--- config.mk ---
export PLATFORM = sky130hd
export DESIGN_NAME = display_scan_ctrl
export DESIGN_NICKNAME = d
export VERILOG_FILES = /design/src/rtl/display_scan_ctrl_pkg.sv /design/src/rtl/display_scan_ctrl_hex_to_7seg.sv /design/src/rtl/display_scan_ctrl.sv
export SDC_FILE = /design/constraint.sdc
export NUM_CORES = 1
export LEC_CHECK = 0
export ABC_AREA = 1
export CAP_MARGIN = 20
export CORE_MARGIN = 5
export CORE_UTILIZATION = 45
export CTS_CLUSTER_DIAMETER = 40
export CTS_CLUSTER_SIZE = 30
export DETAILED_ROUTE_END_ITERATION = 10
export DONT_BUFFER_PORTS = 1
export PLACE_DENSITY = 0.6
export SYNTH_ARGS = -nofsm -noshare
export SYNTH_HDL_FRONTEND = slang
export SYNTH_SLANG_ARGS = --single-unit
--- constraint.sdc ---
create_clock -name clk -period 2 [get_ports clk]
set_clock_uncertainty 0.1 [all_clocks]
set_input_delay 0.5 -clock clk [delete_from_list [all_inputs] [get_ports clk]]
set_output_delay 0.5 -clock clk [all_outputs]
set_load 0.03 [all_outputs]
--- src/rtl/display_scan_ctrl_pkg.sv ---
// Shared types and the hex-to-segment table for the multiplexed display scanner.
// Segment vectors are active-low, bit6 = a ... bit0 = g.
package disp_pkg;

    typedef logic [6:0] seg_t;

    localparam seg_t SEG_BLANK = 7'h7F;

    typedef enum logic {
        SHOW,
        BLANK
    } scan_state_t;

    // Table is written as lit segments (1 = on) and inverted on return.
    function automatic seg_t hex_seg(input logic [3:0] nib);
        seg_t lit;
        case (nib)
            4'h0:    lit = 7'b1111110;
            4'h1:    lit = 7'b0110000;
            4'h2:    lit = 7'b1101101;
            4'h3:    lit = 7'b1111001;
            4'h4:    lit = 7'b0110011;
            4'h5:    lit = 7'b1011011;
            4'h6:    lit = 7'b1011111;
            4'h7:    lit = 7'b1110000;
            4'h8:    lit = 7'b1111111;
            4'h9:    lit = 7'b1111011;
            4'hA:    lit = 7'b1110111;
            4'hB:    lit = 7'b0011111;
            4'hC:    lit = 7'b1001110;
            4'hD:    lit = 7'b0111101;
            4'hE:    lit = 7'b1001111;
            default: lit = 7'b1000111;
        endcase
        return ~lit;
    endfunction

endpackage

--- src/rtl/display_scan_ctrl_hex_to_7seg.sv ---
// Combinational hex nibble to active-low 7-segment decoder, shared by all digits.
module hex_to_7seg
    import disp_pkg::*;
(
    input  logic [3:0] nib,
    output logic [6:0] seg
);

    assign seg = hex_seg(nib);

endmodule

--- src/rtl/display_scan_ctrl.sv ---
// Multiplexed common-anode display scanner with tear-free, frame-aligned updates.
// One decoder is time-shared; an/seg are registered one cycle behind state/idx.
module display_scan_ctrl
    import disp_pkg::*;
#(
    parameter int N_DIGITS     = 4,
    parameter int SHOW_CYCLES  = 50000,
    parameter int BLANK_CYCLES = 500,
    parameter int LZB          = 0
)
(
    input  logic                    clk,
    input  logic                    rst_n,
    input  logic [4*N_DIGITS-1:0]   upd_digits,
    input  logic                    upd_valid,
    output logic                    upd_ready,
    output logic                    upd_ack,
    input  logic [N_DIGITS-1:0]     digit_en,
    output logic [N_DIGITS-1:0]     an,
    output logic [6:0]              seg
);

    localparam int CNT_MAX = (SHOW_CYCLES > BLANK_CYCLES) ? SHOW_CYCLES : BLANK_CYCLES;
    localparam int CNT_W   = (CNT_MAX > 1) ? $clog2(CNT_MAX) : 1;
    localparam int IDX_W   = $clog2(N_DIGITS);

    localparam logic [CNT_W-1:0] SHOW_LAST  = CNT_W'(SHOW_CYCLES - 1);
    localparam logic [CNT_W-1:0] BLANK_LAST = CNT_W'(BLANK_CYCLES - 1);
    localparam logic [IDX_W-1:0] IDX_LAST   = IDX_W'(N_DIGITS - 1);

    scan_state_t            state_reg, state_next;
    logic [CNT_W-1:0]       cnt_reg, cnt_next;
    logic [IDX_W-1:0]       idx_reg, idx_next;
    logic                   first_reg, first_next;
    logic                   frame_start;

    logic [4*N_DIGITS-1:0]  shadow_reg;
    logic [4*N_DIGITS-1:0]  staged_reg;
    logic                   pending_reg;
    logic                   ack_reg;
    logic [N_DIGITS-1:0]    an_reg, an_next;
    seg_t                   seg_reg, seg_next;

    logic [3:0]             nib [N_DIGITS];
    logic [N_DIGITS-1:0]    nib_zero;
    logic [N_DIGITS-1:0]    upper_zero;
    logic                   zero_acc;
    logic                   visible;
    logic [6:0]             dec_seg;

    // Scan sequencer; first_reg holds idx at 0 across the first frame start after reset.
    always_comb begin
        state_next  = state_reg;
        cnt_next    = cnt_reg + 1'b1;
        idx_next    = idx_reg;
        first_next  = first_reg;
        frame_start = 1'b0;
        case (state_reg)
            SHOW: begin
                if (cnt_reg == SHOW_LAST) begin
                    state_next = BLANK;
                    cnt_next   = '0;
                end
            end
            BLANK: begin
                if (cnt_reg == BLANK_LAST) begin
                    state_next = SHOW;
                    cnt_next   = '0;
                    first_next = 1'b0;
                    if (first_reg || idx_reg == IDX_LAST) begin
                        idx_next    = '0;
                        frame_start = 1'b1;
                    end else begin
                        idx_next = idx_reg + 1'b1;
                    end
                end
            end
        endcase
    end

    generate
        for (genvar gi = 0; gi < N_DIGITS; gi++) begin : g_nib
            assign nib[gi]      = shadow_reg[4*gi +: 4];
            assign nib_zero[gi] = (nib[gi] == 4'h0);
        end
    endgenerate

    // upper_zero[i]: digits i..N_DIGITS-1 are all zero (leading zeros from digit i up).
    always_comb begin
        upper_zero = '0;
        zero_acc   = 1'b1;
        for (int i = N_DIGITS - 1; i >= 0; i--) begin
            zero_acc      = zero_acc & nib_zero[i];
            upper_zero[i] = zero_acc;
        end
    end

    hex_to_7seg u_dec (
        .nib (nib[idx_reg]),
        .seg (dec_seg)
    );

    always_comb begin
        visible  = digit_en[idx_reg]
                   && !((LZB != 0) && (idx_reg != '0) && upper_zero[idx_reg]);
        an_next  = '1;
        seg_next = SEG_BLANK;
        if (state_reg == SHOW && visible) begin
            an_next  = ~(N_DIGITS'(1) << idx_reg);
            seg_next = dec_seg;
        end
    end

    always_ff @(posedge clk or negedge rst_n) begin
        if (!rst_n) begin
            state_reg   <= BLANK;
            cnt_reg     <= '0;
            idx_reg     <= '0;
            first_reg   <= 1'b1;
            shadow_reg  <= '0;
            staged_reg  <= '0;
            pending_reg <= 1'b0;
            ack_reg     <= 1'b0;
            an_reg      <= '1;
            seg_reg     <= SEG_BLANK;
        end else begin
            state_reg <= state_next;
            cnt_reg   <= cnt_next;
            idx_reg   <= idx_next;
            first_reg <= first_next;
            an_reg    <= an_next;
            seg_reg   <= seg_next;
            ack_reg   <= 1'b0;
            // Apply needs pending, accept needs !pending, so they never coincide.
            if (frame_start && pending_reg) begin
                shadow_reg  <= staged_reg;
                pending_reg <= 1'b0;
                ack_reg     <= 1'b1;
            end else if (upd_valid && !pending_reg) begin
                staged_reg  <= upd_digits;
                pending_reg <= 1'b1;
            end
        end
    end

    assign upd_ready = !pending_reg;
    assign upd_ack   = ack_reg;
    assign an        = an_reg;
    assign seg       = seg_reg;

endmodule

==> metrics.cfg, run 1 <==
[placed_design]
pre_cts_ws_ns = 0.1044
gp_congestion = 0.8531
placedCellCount = 483
io_buffers = 0
hpwlAfterDp_um = 4879

[drt]
wl_um = 6737
first_iter_violations = 191
drt_pass1_iterations = 4
vias_per_cell = 5.036
route.vias.total = 2513
drc_errors = 0
antenna_left = 0
routedWlPerCell_um = 13.50

[cts]
clockRootBuffer = clkbuf_8
clock_latency_ns = 0.34
post-cts-setup-buffers = 0
clkTransAtPathRegs_ns = 0.08
cts_tree = yes
cts_buffers = 9
cts_num_sinks = 65
clk_path_buf_depth = 2
cts_max_level = 3

[yosys]
ys_seq_area_share_pct = 49.57
yosysWarnings = 0
synth_nets = 422
synthCells = 388
ys_ff_latch = 65
avgSynthCellArea_um2 = 8.542
syn-cell-area_um2 = 3314
synth_cell_type_count = 28

[grt]
grt_usage_pct = 16.32
overflow = 0
grt_pass1_wl_um = 11700
grt_pass1_vias = 2441
grt_max_degree = 66
antenna_found_initial = 0

[floorplanning]
ios = 36
die_h_um = 95.82
start_util_pct = 45.94
dieArea_um2 = 9181
die_width_um = 95.82
rows = 31
fp.coreArea_um2 = 7214

[final_layout]
utilization_pct = 50.05
syn_to_final_growth_pct = 8.947
layout_common_cells = 118 x nand2_1, 52 x dfrtp_1, 44 x nor2_1
nNetsFinal = 429
num_antenna_cells = 0
fin_cells = 499
mostFrequentLayoutCell = nand2_1
drive_gt1_share_pct = 15.75

[run]
max_cap_viol_count = 0

[power_and_ir_drop]
power.leakage_nw = 1.812
ir_worst_vdd_mv = 0.4807
finalPower_mw = 2.479
power_density_nw_per_um2 = 686.5

[worst_setup_path]
critPathRequiredTime_ns = 2.16
crit_path_start_kind = flip-flop
end_kind = flip-flop
critical_path_class = reg -> reg
crit_arrival_ns = 1.99
cp_max_fo = 9

[min_path]
min_path_type = in -> async

[sta]
fin_crit_sh_pct = 91.50
fin_crit_ns = 1.830
worst_pin_slew_ns = 0.4095
finalSetupViolCount = 0
setup_ws_ns = 0.1699
final_hold_viol_count = 65
slew_violations = 0
max_slew_margin_pct = 72.69
setup_tns_ns = 0
hold_ws_ns = -0.2570
rsz0062_at_grt = false
fmax_mhz = 546.4

[status]
violations = hold timing
outcome = finished with violations

-- cells by family (layout without fill, tap and decap cells) --
logic type               Yosys count  after routing  share of synthesized area (%)
AND/OR/NAND/NOR                  229            229                          30.65
multiplexers                      16             16                          5.436
adder cells (fa/ha/maj)           11             11                          4.152
AO/OA/AOI/OAI                     13             13                          2.114
buffers and inverters             46             58                          5.965
XOR/XNOR                           8              8                          2.114
flip-flops                        65             65                          49.57
-- per-stage QoR --
stage | hold WS, ns | cell area [µm²]
after floorplan | 0.1044 | 3314
after global placement | 0.1071 | 3421
after detailed placement | 0.1074 | 3421
after CTS | -0.2674 | 3611
after global routing | -0.2794 | 3611
final | -0.2570 | 3611
-- cells in the mapped netlist, drive strengths merged --
master	number	area, µm²
nand2	121	461.7
dfrtp	52	1301
nor2	46	196.4
inv	35	131.4
nand3	33	177.7
nand4	22	137.6
mux2	16	180.2
dfstp	13	341.6
ha	11	137.6
o21ai	9	48.80
buf	8	55.05
nor3	6	35.03
xor2	6	52.55
a21oi	3	15.01
clkbuf	2	7.510
xnor2	2	17.52
a31oi	1	6.260
clkinv	1	3.750
nand3b	1	7.510
-- power breakdown --
| group | switching (mW) | leakage (nW) | total [mW] | internal (mW) |
|---|---|---|---|---|
| clock network | 0.556 | 0.0906 | 1.05 | 0.498 |
| logic | 0.0131 | 0.892 | 0.0364 | 0.0233 |
| registers | 0.0329 | 0.829 | 1.39 | 1.36 |
| total | 0.602 | 1.81 | 2.48 | 1.88 |
-- layer usage --
metal | GRT usage, % | up-vias | wire [µm]
li1 | - | 1271 | -
met1 | 23.94 | 1155 | 3371
met2 | 22.64 | 77 | 2835
met3 | 4.222 | 10 | 409
met4 | 6.872 | 0 | 121
met5 | 0 | - | 0
-- critical path: stages, from the launching register on --
cell	delay (ns)
dfrtp_1	0.50
inv_2	0.18
nand3_1	0.09
nand2_1	0.20
inv_1	0.12
ha_1	0.23
nand3_1	0.12
nand2_1	0.07
nand2_1	0.05
nand3_1	0.09
-- path summary, 6_finish.rpt --
check                                        from                         to  slack (ns)  cells past startpoint
setup / recovery           idx_reg[1]$_DFFE_PN0P_           seg[0]$_DFF_PN1_        0.17                      9
hold / removal                              rst_n      cnt_reg[11]$_DFF_PN0_       -0.26                      0
setup reg to reg           idx_reg[1]$_DFFE_PN0P_           seg[0]$_DFF_PN1_        0.17                      9
hold reg to reg             first_reg$_DFFE_PN1P_      first_reg$_DFFE_PN1P_        0.37                      2
max in group asynchronous                   rst_n        state_reg$_DFF_PN1_        1.84                      0
min in group clk                    upd_digits[8]  staged_reg[8]$_DFFE_PN0P_        0.20                      1
-- final cells by class --
cell class | count | area, µm²
clock buffers | 10 | 137.6
clock inverters | 6 | 52.55
fillers | 709 | 3603
inverters | 36 | 135.1
multi-input cells | 277 | 1474
flip-flops and latches | 65 | 1643
well taps | 99 | 123.9
repair buffers | 6 | 45.04
-- repair_timing --
| item | in CTS | in global routing |
|---|---|---|
| gates resized for setup | 0 | 2 |
| hold endpoints to repair | 65 | 65 |
| endpoints found under the setup margin | 0 | 4 |
Note: power is estimated with default switching activity, not from simulation.
==> run 2, diff against run 1 <==
- CORE_MARGIN: 5 -> default
- SYNTH_HIERARCHICAL: default -> 1
==> metrics.cfg, run 2 <==
[worst_setup_path]
crit_path_start_kind = flip-flop
crit_buf_inv = 3  ; +1
slowest_delay_ns = 0.43  ; -0.07 ns
ff2ff_setup_slack_ns = 0.16  ; about the same
cp_top_family = flip-flops
cp_max_fo = 6  ; -3
cp.depth = 11  ; +2
r2r_end = seg[5]$_DFF_PN1_
r2r-start = idx_reg[1]$_DFFE_PN0P_
crit_arrival_ns = 2.00  ; about the same
critical_path_class = reg -> reg
crit_chain = inv_1 > o21ai_0 > o22ai_2 > inv_1 > ha_1 > nand2_2 > nand2_1 > nand2_1 > nor2_2 > inv_1 > nand2_1
rr_worst_depth = 11  ; +2
end_kind = flip-flop
critPathSlowestCell = dfrtp_1
critPathRequiredTime_ns = 2.17  ; about the same

[grt]
overflow = 0  ; unchanged
grt_max_degree = 66  ; unchanged
grt_usage_pct = 18.97  ; +2.7 points
grt_pass1_vias = 2387  ; -2.2%
antenna_found_initial = 0  ; unchanged
grt_pass1_wl_um = 11210  ; -4.2%

[cts]
clkTransAtPathRegs_ns = 0.07  ; about the same
cts_num_sinks = 65  ; unchanged
cts_buffers = 9  ; unchanged
clock_latency_ns = 0.34  ; about the same
clk_path_buf_depth = 2  ; unchanged
clockRootBuffer = clkbuf_8
cts_max_level = 3  ; unchanged
cts_tree = yes

[drt]
first_iter_violations = 111  ; -42%
wl_met2_um = 3200  ; +13%
wl_met3_um = 288  ; -30%
route.vias.total = 2501  ; -0.48%
vias_per_cell = 4.923  ; -2.2%
antenna_left = 0  ; unchanged
dr.max_layer_used = met4
drc_errors = 0  ; unchanged
drt_pass1_iterations = 5  ; +1
m1WireLength_um = 3071  ; -8.9%
routedWlPerCell_um = 13.03  ; -3.5%
wl_um = 6621  ; -1.7%

[final_layout]
multiInputGateArea_um2 = 1451  ; -1.5%
regArea_um2 = 1644  ; about the same
layout_common_cells = 100 x nand2_1, 51 x dfrtp_1, 49 x nor2_1
nNetsFinal = 439  ; +2.3%
stdcell_area_um2 = 3757  ; +4.1%
syn_to_final_growth_pct = 12.05
drive_gt1_share_pct = 20.29  ; +4.5 points
num_antenna_cells = 0  ; unchanged
mostFrequentLayoutCell = nand2_1
fillers = 722  ; +1.8%

[sta]
final_hold_viol_count = 65  ; unchanged
worst_pin_slew_ns = 0.3001  ; -0.1094 ns
fin_crit_sh_pct = 91.86  ; +0.36 points
slew_violations = 0  ; unchanged
setup_tns_ns = 0  ; unchanged
finalSetupViolCount = 0  ; unchanged
fin_crit_ns = 1.837  ; +0.007147 ns
setup_ws_ns = 0.1628  ; -0.007147 ns
max_slew_margin_pct = 79.92  ; +7.2 points
rsz0062_at_grt = false
hold_ws_ns = -0.2473  ; +0.009757 ns
fmax_mhz = 544.3  ; -0.39%

[yosys]
synthCells = 388  ; unchanged
synth_cell_type_count = 27  ; -3.6%
yosys.area.top_type_share_pct = 38.81  ; -0.45 points
synth_nets = 422  ; unchanged
synth-edff-count = 0  ; unchanged
avgSynthCellArea_um2 = 8.642  ; +1.2%
ys_ff_latch = 65  ; unchanged
synth_area_leaders = dfrtp_1 39%, nand2_1 11%, dfstp_2 10%, nor2_1 5.5%, mux2_2 5.4%
ys_seq_area_share_pct = 48.99  ; -0.57 points
syn-cell-area_um2 = 3353  ; +1.2%
synthArstFlopShare_pct = 100.0  ; unchanged
yosysWarnings = 6  ; +6
synth.largest_area_cell = dfrtp_1
yosysMostFrequentCell = nand2_1
synth_commonest_cells = 100 x nand2_1, 52 x dfrtp_1, 49 x nor2_1
synthFlopType = dfrtp_1

[run]
max_cap_viol_count = 0  ; unchanged

[placed_design]
hpwlAfterDp_um = 4634  ; -5.0%
pre_cts_ws_ns = 0.07763  ; -0.02674 ns
io_buffers = 0  ; unchanged
gp_congestion = 0.8545  ; +0.16%
placedInstanceArea_um2 = 3497  ; +2.2%

[floorplanning]
ios = 36  ; unchanged
fp.coreArea_um2 = 7214  ; unchanged
die_h_um = 88.32  ; -7.8%
die_width_um = 88.32  ; -7.8%
dieArea_um2 = 7800  ; -15%
start_util_pct = 46.48  ; +0.54 points
rows = 31  ; unchanged

[power_and_ir_drop]
ir_worst_vdd_mv = 0.5663  ; +18%
power_switching_mw = 0.5116  ; -15%
seq_power_share_pct = 51.6  ; -4.4 points
power_density_nw_per_um2 = 716.1  ; +4.3%
finalPower_mw = 2.691  ; +8.5%
power.leakage_nw = 1.877  ; +3.6%
p_int_mw = 2.179  ; +16%
switching_share_pct = 19.02  ; -5.3 points
pwr-share-comb_pct = 1.3  ; -0.2 points
p_clk_share_pct = 47.1  ; +4.6 points

[status]
violations = hold timing
outcome = finished with violations

[min_path]
min_path_type = in -> async

## run 2: cell count changes in the layout (fill, tap and decap cells not counted), sizes merged, moves of 3 or more
cell / change
inv: +7
buf: +13
nor2: +9
clkbuf: +3
nand2: -15
o21ai: +8
o22ai: +4
clkinv: -4
nor3: -4
nand3: -13
## run 2: layout make-up
cell class              count  area share [%]
inverters                  43           4.429
repair buffers             19           3.796
clock inverters             2           1.598
well taps                  99           3.297
multi-input cells         267           38.63
flip-flops and latches     65           43.76
clock buffers              13           4.496
## run 2: stage by stage
stage / util, % / cells
CTS: 51.65 / 504
global placement: 48.47 / 489
finish: 52.08 / 508
global route: 52.08 / 508
detailed placement: 48.47 / 489
floorplan: - / 388
## run 2: logic make-up after synthesis
logic type | count (synthesis) | share of synthesized area, %
AO/OA/AOI/OAI | 24 | 3.731
XOR/XNOR | 9 | 2.351
adder cells (fa/ha/maj) | 11 | 4.104
buffers and inverters | 56 | 8.097
flip-flops | 65 | 48.99
multiplexers | 16 | 5.373
AND/OR/NAND/NOR | 207 | 27.35
## run 2: how the worst max path moves through the flow
stage                                      start                to
after floorplan           idx_reg[0]$_DFFE_PN0P_  seg[5]$_DFF_PN1_
after global placement    idx_reg[0]$_DFFE_PN0P_  seg[5]$_DFF_PN1_
after detailed placement  idx_reg[0]$_DFFE_PN0P_  seg[5]$_DFF_PN1_
after CTS                 idx_reg[0]$_DFFE_PN0P_  seg[5]$_DFF_PN1_
after global routing      idx_reg[1]$_DFFE_PN0P_  seg[5]$_DFF_PN1_
final                     idx_reg[1]$_DFFE_PN0P_  seg[5]$_DFF_PN1_
## run 2: repair_timing
action,4_1_cts,5_1_grt
endpoints found under the setup margin,0,5
buffers inserted,0,4
hold endpoints to repair,65,65
resized for setup,0,2
## run 2: power groups by stage
stage               logic (mW)  registers (mW)  clock network (mW)
floorplan               0.0315            1.41                   0
detailed placement      0.0363            1.41                   0
global route            0.0396            1.39                1.36
global placement        0.0341            1.41                   0
CTS                     0.0363            1.39                1.30
finish                  0.0354            1.39                1.27
## run 2: layer usage
| layer | global-route usage, % | vias to the layer above |
|---|---|---|
| met4 | 6.158 | 0 |
| met5 | 0 | - |
| li1 | - | 1275 |
| met2 | 30.98 | 48 |
| met1 | 24.45 | 1173 |
| met3 | 5.317 | 5 |
==> run 3, diff against run 2 <==
- CORE_MARGIN: default -> 5
- DONT_BUFFER_PORTS: 1 -> default
- PLACE_DENSITY: 0.6 -> 0.66
==> metrics.cfg, run 3 (synthesis gave the netlist of run 2 again) <==
[status]
outcome = finished, final reports clean

[worst_setup_path]
crit_path_start_kind = flip-flop
ff2ff_setup_slack_ns = 0.15  ; about the same
critPathRequiredTime_ns = 1.40  ; -0.77 ns
crit_arrival_ns = 1.32  ; -0.68 ns
cp_top_family = buffers and inverters
slowest_delay_ns = 0.66  ; +0.23 ns
crit_chain = clkdlybuf4s50_1
critical_path_class = reg -> out
rr_worst_depth = 11  ; unchanged
crit_buf_inv = 1  ; -2
cp_max_fo = 1  ; -5
end_kind = output port
critPathSlowestCell = clkdlybuf4s50_1
cp.depth = 1  ; -10

[cts]
cts_num_sinks = 65  ; unchanged
hold_buffers = 0
clock_latency_ns = 0.34  ; about the same
cts_max_level = 3  ; unchanged
cts_tree = yes
clkTransAtPathRegs_ns = 0.07  ; about the same
clockRootBuffer = clkbuf_8
clk_path_buf_depth = 2  ; unchanged
cts_buffers = 9  ; unchanged

[grt]
grt_usage_pct = 16.49  ; -2.5 points
grt_pass1_vias = 2514  ; +5.3%
grt_busiest_layer = met2
grt_pass1_wl_um = 11760  ; +4.9%
overflow = 0  ; unchanged
grt_util_met3_pct = 4.691  ; -0.63 points
gr-usage-met2_pct = 25.70  ; -5.3 points
antenna_found_initial = 0  ; unchanged
grt_max_degree = 25  ; -62%
met1_usage_pct = 21.63  ; -2.8 points

[floorplanning]
start_util_pct = 46.23  ; -0.25 points
die_h_um = 96.32  ; +9.1%
fp.coreArea_um2 = 7253  ; +0.54%
rows = 31  ; unchanged
ios = 36  ; unchanged
dieArea_um2 = 9278  ; +19%
die_width_um = 96.32  ; +9.1%

[final_layout]
syn_to_final_growth_pct = 21.57
utilization_pct = 56.20  ; +4.1 points
fillers = 682  ; -5.5%
mostFrequentLayoutCell = nand2_1
nNetsFinal = 475  ; +8.2%
drive_gt1_share_pct = 19.73  ; -0.56 points
num_antenna_cells = 0  ; unchanged
layout_common_cells = 100 x nand2_1, 51 x dfrtp_1, 49 x nor2_1

[sta]
slew_violations = 0  ; unchanged
final_hold_viol_count = 0  ; -100%
fmax_mhz = 520.5  ; -4.4%
fin_crit_ns = 1.921  ; +0.08417 ns
hold_ws_ns = 0.04359  ; +0.2909 ns
max_slew_margin_pct = 62.55  ; -17 points
fin_crit_sh_pct = 96.07  ; +4.2 points
finalSetupViolCount = 0  ; unchanged
worst_pin_slew_ns = 0.5617  ; +0.2616 ns

[drt]
routedWlPerCell_um = 12.71  ; -2.5%
antenna_left = 0  ; unchanged
route.vias.total = 2671  ; +6.8%
drc_errors = 0  ; unchanged
drt_pass1_iterations = 4  ; -1
wl_um = 6926  ; +4.6%
first_iter_violations = 76  ; -32%
vias_per_cell = 4.901  ; -0.45%

[power_and_ir_drop]
finalPower_mw = 2.544  ; -5.5%
ir_worst_vdd_mv = 0.5158  ; -8.9%
power_density_nw_per_um2 = 624.0  ; -13%
p_clk_share_pct = 40.9  ; -6.2 points
switching_share_pct = 25.33  ; +6.3 points
power.leakage_nw = 2.013  ; +7.3%
pwr-share-comb_pct = 5.3  ; +4.0 points
p_int_mw = 1.899  ; -13%
power_switching_mw = 0.6443  ; +26%
seq_power_share_pct = 53.9  ; +2.3 points

[placed_design]
gp_congestion = 0.9033  ; +5.7%
hpwlAfterDp_um = 5099  ; +10%
io_buffers = 35  ; +35

[min_path]
min_path_type = in -> async

[run]
max_cap_viol_count = 0  ; unchanged

-- run 3: cell count changes in the layout (fill, tap and decap cells not counted), sizes merged --
cell,previous run,this run
clkinvlp,0,2
clkdlybuf4s50,0,22
clkinv,0,1
bufinv,2,0
buf,19,21
clkbuf,13,9
dlygate4sd2,0,12
inv,43,47
-- run 3: worst paths after layout --
kind / start / end
worst max-delay path: upd_ack$_DFF_PN0_ / upd_ack
min in group clk: first_reg$_DFFE_PN1P_ / first_reg$_DFFE_PN1P_
worst min-delay path: rst_n / upd_ack$_DFF_PN0_
max in group asynchronous: rst_n / staged_reg[0]$_DFFE_PN0P_
worst min register to register: first_reg$_DFFE_PN1P_ / first_reg$_DFFE_PN1P_
worst max register to register: idx_reg[1]$_DFFE_PN0P_ / seg[5]$_DFF_PN1_
-- run 3: stage by stage --
step	setup WS (ns)	setup TNS (ns)	cells	instance area, µm²
floorplan	0.02632	0	388	3366
global placement	0.1961	0	523	3860
detailed placement	0.1028	0	523	3860
CTS	0.05368	0	539	4030
global route	-0.004333	-0.004333	545	4076
finish	0.07860	0	545	4076
-- run 3: per-layer routing --
layer / share of wire, % / vias to the layer above / wire [µm]
met5: 0 / - / 0
li1: - / 1346 / -
met1: 47 / 1258 / 3269
met2: 46 / 53 / 3180
met4: 2.0 / 0 / 137
met3: 4.9 / 14 / 338
-- run 3: power groups by stage --
stage,Combinational (mW),Sequential [mW],Clock [mW]
floorplan,0.0315,1.41,0
global placement,0.140,1.39,0
detailed placement,0.144,1.40,0
CTS,0.139,1.37,1.07
global route,0.150,1.37,1.13
finish,0.134,1.37,1.04
-- run 3: area by class of cell --
type | instances | area [µm²] | share of cell area [%]
Timing Repair Buffer | 55 | 505.5 | 12.40
Tap cell | 99 | 123.9 | 3.039
Clock buffer | 9 | 123.9 | 3.039
Sequential cell | 65 | 1644 | 40.33
Inverter | 43 | 166.4 | 4.082
Multi-Input combinational cell | 267 | 1451 | 35.60
Clock inverter | 7 | 61.31 | 1.504
-- run 3: repair_timing --
item                       CTS  global route
hold endpoints to repair     0             0
setup endpoints to repair   12             4
pin swaps                    0             2
setup buffers                0             6
resized for setup           12             4
